<file path="src/rtl/axi4_lite_regfile_slave.sv">
// AXI4-Lite slave backed by NUM_REGS memory-mapped registers.
// Write path: W_IDLE -> W_COMMIT -> W_RESP; AW and W are captured independently in W_IDLE.
// Read path: R_IDLE -> R_RESP; read data is registered on the AR handshake.
// Optional build macro AXI4L_REGFILE_SLVERR_EN: out-of-range accesses answer SLVERR
// instead of OKAY. Out-of-range writes are always dropped and reads always return 0.
module axi4_lite_regfile_slave #(
    parameter int ADDR_WIDTH = 12,
    parameter int DATA_WIDTH = 32,
    parameter int NUM_REGS   = 16
) (
    input  logic                    ACLK,
    input  logic                    ARESETn,
    input  logic [ADDR_WIDTH-1:0]   AWADDR,
    input  logic                    AWVALID,
    output logic                    AWREADY,
    input  logic [DATA_WIDTH-1:0]   WDATA,
    input  logic [DATA_WIDTH/8-1:0] WSTRB,
    input  logic                    WVALID,
    output logic                    WREADY,
    output logic [1:0]              BRESP,
    output logic                    BVALID,
    input  logic                    BREADY,
    input  logic [ADDR_WIDTH-1:0]   ARADDR,
    input  logic                    ARVALID,
    output logic                    ARREADY,
    output logic [DATA_WIDTH-1:0]   RDATA,
    output logic [1:0]              RRESP,
    output logic                    RVALID,
    input  logic                    RREADY
);
    localparam int NBYTES   = DATA_WIDTH / 8;
    localparam int ADDR_LSB = $clog2(NBYTES);
    localparam int IDX_W    = ADDR_WIDTH - ADDR_LSB;
    localparam logic [IDX_W:0] NREGS_L = (IDX_W+1)'(NUM_REGS);
    localparam logic [1:0] RESP_OKAY = 2'b00;
`ifdef AXI4L_REGFILE_SLVERR_EN
    localparam logic [1:0] RESP_OOR = 2'b10;
`else
    localparam logic [1:0] RESP_OOR = 2'b00;
`endif

    typedef enum logic [1:0] {W_IDLE, W_COMMIT, W_RESP} wstate_t;
    typedef enum logic       {R_IDLE, R_RESP}           rstate_t;

    wstate_t wstate, w_next;
    rstate_t rstate, r_next;

    logic [NUM_REGS-1:0][DATA_WIDTH-1:0] regs;

    logic              aw_done, w_done;
    logic [IDX_W-1:0]  aw_idx_q;
    logic [DATA_WIDTH-1:0] wdata_q;
    logic [NBYTES-1:0] wstrb_q;
    logic [1:0]        bresp_q;
    logic [DATA_WIDTH-1:0] rdata_q;
    logic [1:0]        rresp_q;
    logic [DATA_WIDTH-1:0] rd_mux;

    logic aw_hs, w_hs, ar_hs, w_in_range, r_in_range;
    logic [IDX_W-1:0] ar_idx;

    // Sub-word address bits carry no meaning for whole-register access.
    logic unused_addr_bits;
    assign unused_addr_bits = ^{AWADDR[ADDR_LSB-1:0], ARADDR[ADDR_LSB-1:0]};

    assign AWREADY = (wstate == W_IDLE) && !aw_done;
    assign WREADY  = (wstate == W_IDLE) && !w_done;
    assign BVALID  = (wstate == W_RESP);
    assign BRESP   = bresp_q;
    assign ARREADY = (rstate == R_IDLE);
    assign RVALID  = (rstate == R_RESP);
    assign RDATA   = rdata_q;
    assign RRESP   = rresp_q;

    assign aw_hs      = AWVALID && AWREADY;
    assign w_hs       = WVALID && WREADY;
    assign ar_hs      = ARVALID && ARREADY;
    assign ar_idx     = ARADDR[ADDR_WIDTH-1:ADDR_LSB];
    assign w_in_range = {1'b0, aw_idx_q} < NREGS_L;
    assign r_in_range = {1'b0, ar_idx} < NREGS_L;

    // Write FSM state register.
    always_ff @(posedge ACLK or negedge ARESETn) begin
        if (!ARESETn) wstate <= W_IDLE;
        else          wstate <= w_next;
    end

    // Write FSM next state: leave idle once both AW and W are held or arriving.
    always_comb begin
        w_next = wstate;
        case (wstate)
            W_IDLE:   if ((aw_done || aw_hs) && (w_done || w_hs)) w_next = W_COMMIT;
            W_COMMIT: w_next = W_RESP;
            W_RESP:   if (BREADY) w_next = W_IDLE;
            default:  w_next = W_IDLE;
        endcase
    end

    // Capture AW and W independently; flags clear on commit so READY returns after B.
    always_ff @(posedge ACLK or negedge ARESETn) begin
        if (!ARESETn) begin
            aw_done  <= 1'b0;
            w_done   <= 1'b0;
            aw_idx_q <= '0;
            wdata_q  <= '0;
            wstrb_q  <= '0;
            bresp_q  <= RESP_OKAY;
        end else begin
            if (aw_hs) begin
                aw_done  <= 1'b1;
                aw_idx_q <= AWADDR[ADDR_WIDTH-1:ADDR_LSB];
            end
            if (w_hs) begin
                w_done  <= 1'b1;
                wdata_q <= WDATA;
                wstrb_q <= WSTRB;
            end
            if (wstate == W_COMMIT) begin
                aw_done <= 1'b0;
                w_done  <= 1'b0;
                bresp_q <= w_in_range ? RESP_OKAY : RESP_OOR;
            end
        end
    end

    // Register file: byte-strobed update during the single commit cycle.
    always_ff @(posedge ACLK or negedge ARESETn) begin
        if (!ARESETn) begin
            regs <= '0;
        end else if (wstate == W_COMMIT && w_in_range) begin
            for (int i = 0; i < NUM_REGS; i++)
                for (int b = 0; b < NBYTES; b++)
                    if (aw_idx_q == IDX_W'(i) && wstrb_q[b])
                        regs[i][b*8 +: 8] <= wdata_q[b*8 +: 8];
        end
    end

    // Read mux; indices with no register fall through to zero.
    always_comb begin
        rd_mux = '0;
        for (int i = 0; i < NUM_REGS; i++)
            if (ar_idx == IDX_W'(i)) rd_mux = regs[i];
    end

    // Read FSM state register.
    always_ff @(posedge ACLK or negedge ARESETn) begin
        if (!ARESETn) rstate <= R_IDLE;
        else          rstate <= r_next;
    end

    // Read FSM next state: one outstanding read, released by the R handshake.
    always_comb begin
        r_next = rstate;
        case (rstate)
            R_IDLE:  if (ARVALID) r_next = R_RESP;
            R_RESP:  if (RREADY) r_next = R_IDLE;
            default: r_next = R_IDLE;
        endcase
    end

    // Register read data on the AR handshake; held while RVALID is up.
    always_ff @(posedge ACLK or negedge ARESETn) begin
        if (!ARESETn) begin
            rdata_q <= '0;
            rresp_q <= RESP_OKAY;
        end else if (ar_hs) begin
            rdata_q <= rd_mux;
            rresp_q <= r_in_range ? RESP_OKAY : RESP_OOR;
        end
    end
endmodule

</file>
<file path="config.mk">
export PLATFORM = sky130hd
export DESIGN_NAME = axi4_lite_regfile_slave
export DESIGN_NICKNAME = d
export VERILOG_FILES = /design/src/rtl/axi4_lite_regfile_slave.sv
export SDC_FILE = /design/constraint.sdc
export NUM_CORES = 1
export LEC_CHECK = 0
export CAP_MARGIN = 20
export CORE_MARGIN = 2
export CORE_UTILIZATION = 35
export CTS_BUF_LIST = sky130_fd_sc_hd__clkbuf_8
export DETAILED_ROUTE_END_ITERATION = 8
export HOLD_SLACK_MARGIN = 0.03
export PLACE_DENSITY = 0.55
export SYNTH_ARGS = -nofsm -noshare
export SYNTH_HDL_FRONTEND = slang
export SYNTH_SLANG_ARGS = --single-unit
</file>
<file path="constraint.sdc">
create_clock -name ACLK -period 3.32 [get_ports ACLK]
set_clock_uncertainty 0.1 [all_clocks]
set_input_delay 0.332 -clock ACLK [delete_from_list [all_inputs] [get_ports ACLK]]
set_output_delay 0.332 -clock ACLK [all_outputs]
set_load 0.01 [all_outputs]
</file>
==> metrics.md <==
| Metric | Value |
|---|---|
| Synth Cell Area | `27500 um^2` |
| P&R area growth vs syn | `18.8%` |
| Ys Warns | `0` |
| Post-synth ARST share | `100%` |
| # H-tree levels | `3` |
| Area fraction in compound gates after synthesis | `under 10%` |
| Setup WS post-layout | `0.409 ns` |
| WL final | `between 90 and 100 mm` |
| RSZ-0062 raised after global routing | `no` |
| Area of the multi-input gates | `about 12000 um^2` |
| Syn Area/Cell | `12.7 um^2` |
| WS Path Type | `reg -> reg` |
| Drc violations | `0` |
| Post-Synth Adder-Cell Area | `0%` |
| LEAKAGE | `approximately 15 nW` |
| Leading cell types in the layout, fill and taps excluded | `dfrtp_1 (595), mux2_2 (586), buf_4 (142), clkbuf_8 (138), a21oi_1 (127)` |
| DRT antenna net count | `0` |
| Hpwl dp | `61.7 mm` |
| Commonest non-fill, non-tap cell in the layout | `dfrtp_1` |
| Worst skew pair latency | `a little over 0.7 ns` |
| Power Density | `around 540 nW/um^2` |
| Initial DRC count | `approximately 1500` |
| Primary FF master, synth | `dfrtp_1` |
| Grt total ovfl | `0` |
| CTS sink cnt | `~600` |
| CP startpoint kind | `register` |
| Min Tclk post-route | `just under 3 ns` |
| Slew HR | `around a third` |
| Synth Area in XOR/XNOR | `0%` |
| Fin Hold WS | `0.0557 ns` |
| R2R Path Start | `aw_idx_q[6]` |
| Maximum vdd drop | `0.488 mV` |
| RePlAce Congestion | `~0.85` |
| Max Cap Viol | `0` |
| Clk pin slew, worst setup/hold paths | `roughly 0.06 ns` |
| Post-synth EDFFs | `0` |
| Pins over their slew limit | `0` |
| Worst Tran Pin Value | `0.970 ns` |
| Synthesized flop and latch total | `around 600` |
| Initial DRT Pass Iterations | `5` |
| Via Count | `around 20000` |
| Terminus of the critical flop-to-flop path | `regs[378]` |
| Worst r2r path cells | `6` |
| Main combinational cell family by area after synthesis | `multiplexers` |
| Clock root cell | `clkbuf_8` |
| Sequential share of the synthesized area | `a little over half` |
| Crit path from | `aw_idx_q[6]` |
| Chip height | `between 200 and 300 um` |
| CP Capture Point | `regs[378]` |
| Final core occ | `42.1%` |
| Final setup viols | `0` |
| Initial core utilization | `between 30% and 40%` |
| Worst Setup End Kind | `register` |
| # resized after CTS | `0` |
| IO Port Bufs | `a little under 100` |
| First-pass GRT wire length | `~140 mm` |
| Largest cells by area after synthesis | `dfrtp_1 (54%), mux2_2 (24%), a21oi_1 (2.3%)` |
| Final hold violation count | `0` |
| Vias per cell | `approximately 5.6` |
| Total GRT Usage | `between 20 and 25%` |
| CTS Buffer Depth | `3` |
| FMAX | `between 300 and 400 MHz` |
| Setup slack, reg-to-reg | `0.41 ns` |
| Dominant cell type by area after synthesis | `dfrtp_1` |
| Setup tns final | `0 ns` |
| Outcome | `completed` |
| Place WS | `roughly 0.16 ns` |
| Sequential cell area | `between 10000 and 15000 um^2` |
| Initial antenna violation count | `0` |
| Share of post-route cells with drive strength above 1 | `between 40% and 50%` |
| Crit path max fanout | `16` |
| Core area | `77700 um^2` |
| Period utilisation layout | `roughly 90%` |
| Vias in the first global route | `20600` |
| Fin nets | `between 2000 and 2500` |
| CP Data Arrival Time | `between 3 and 4 ns` |
| Multiplexer share of the synthesized area | `between 20% and 30%` |
| Largest net degree at the start of global routing | `104` |
| Post-layout total power | `approximately 0.018 W` |
| Yosys top cell area share | `a little over half` |
| TritonCTS clock tree | `done` |
| Die area | `80900 um^2` |
| Post-Synth Simple-Gate Area | `under 10%` |
| Distinct cells, synth | `69` |
| Site Rows | `around 100` |
| Hold WC Path Type | `in -> async` |
| Worst Path Required | `3.80 ns` |
| Cell count after synthesis | `between 2000 and 2500` |
| IO Pins | `108` |
| Die Wd | `roughly 280 um` |
| Fill count | `between 7000 and 8000` |
| TritonCTS buffer count | `104` |
| Routed len/inst | `between 20 and 30 um` |
==> sequential cells by signal (all words and copies together) (netlist names) <==
signal	cells
regs	512
RDATA	32
wdata_q	32
aw_idx_q	10
wstrb_q	4
wstate	2
RVALID	1
aw_done	1
w_done	1
==> worst max-delay path: stages, from the launching register on <==
cell and delay [ns]:
dfrtp_1 0.38, nor4_1 0.33, nand2_1 0.21, nor2_1 0.38
nand2_2 0.38, nor2_2 0.58, mux2_2 0.40
==> how the worst min path moves through the flow <==
stage | start | endpoint | slack (ns)
detailed placement | ARESETn | wdata_q[29] | 0.21
global route | BREADY | wstate[1] | 0.06
floorplan | ARESETn | RDATA[0] | -0.06
global placement | ARESETn | wdata_q[29] | 0.20
CTS | RREADY | RVALID | 0.04
finish | ARESETn | wdata_q[29] | 0.06
==> cell type report <==
class                      instances  share of cell area, %
sequential                       595                   45.5
multi-input combinational       1413                   36.6
timing repair buffer             253                   7.01
clock buffer                     138                   5.81
tap                             1040                   3.98
clock inverter                    48                  0.846
inverter                          15                  0.172
antenna                            1                0.00765
==> cell usage after synthesis, types with 4 or more instances <==
master	n
a32oi_1	4
o32ai_1	5
a21oi_1	127
o221ai_1	16
nand2_1	74
mux2_2	586
buf_2	30
buf_4	6
and2_1	7
nand2_2	5
mux4_2	22
nand2b_1	13
o211ai_1	12
a2bb2oi_1	6
a31oi_1	10
o311ai_0	6
buf_6	5
a21o_1	9
and3_1	4
nor2b_1	19
o32a_1	5
o21ai_0	80
or2_2	7
a22oi_1	15
o2bb2ai_1	10
dfrtp_1	595
nand3_1	12
buf_1	52
o22ai_1	35
nor2_1	90
clkbuf_1	50
a221oi_1	20
nor2_2	64
nor3_1	30
nand4_1	5
a211oi_1	14
o22a_1	7
inv_1	14
mux2i_1	39
a221o_1	5
==> layer usage <==
metal / track usage (%) / wire length [um] / vias to the layer above
li1: - / - / 8395
met1: 30.8 / 40400 / 10400
met2: 35.6 / 42300 / 657
met3: 4.49 / 5600 / 175
met4: 8.33 / 3380 / 0
met5: 0 / 0 / -
==> power breakdown <==
group | leakage (nW) | switching [W] | internal [W] | total (W)
registers | 8.17 | 0.00133 | 0.00761 | 0.00894
logic | 5.76 | 0.000915 | 0.000805 | 0.00172
clock network | 1.24 | 0.00315 | 0.00386 | 0.00701
==> per-stage QoR <==
stage,area [um^2],cells
2_1_floorplan,27500,2166
3_3_place_gp,30500,3315
3_5_place_dp,30500,3315
4_1_cts,32700,3502
5_1_grt,32700,3502
6_report,32700,3503
==> repair_timing <==
action / 4_1_cts / 5_1_grt
buffers inserted: 0 / 0
hold buffers: 1 / 0
endpoints found under the hold margin: 504 / 0
==> logic make-up (layout without fill, tap and decap cells) <==
kind of cell | count (synthesis) | after routing
AO/OA/AOI/OAI | 413 | 413
flip-flops | 595 | 595
AND/OR/NAND/NOR | 349 | 349
multiplexers | 647 | 647
other | 1 | 5
buffers and inverters | 158 | 454
Note: power is estimated with default switching activity, not from simulation.
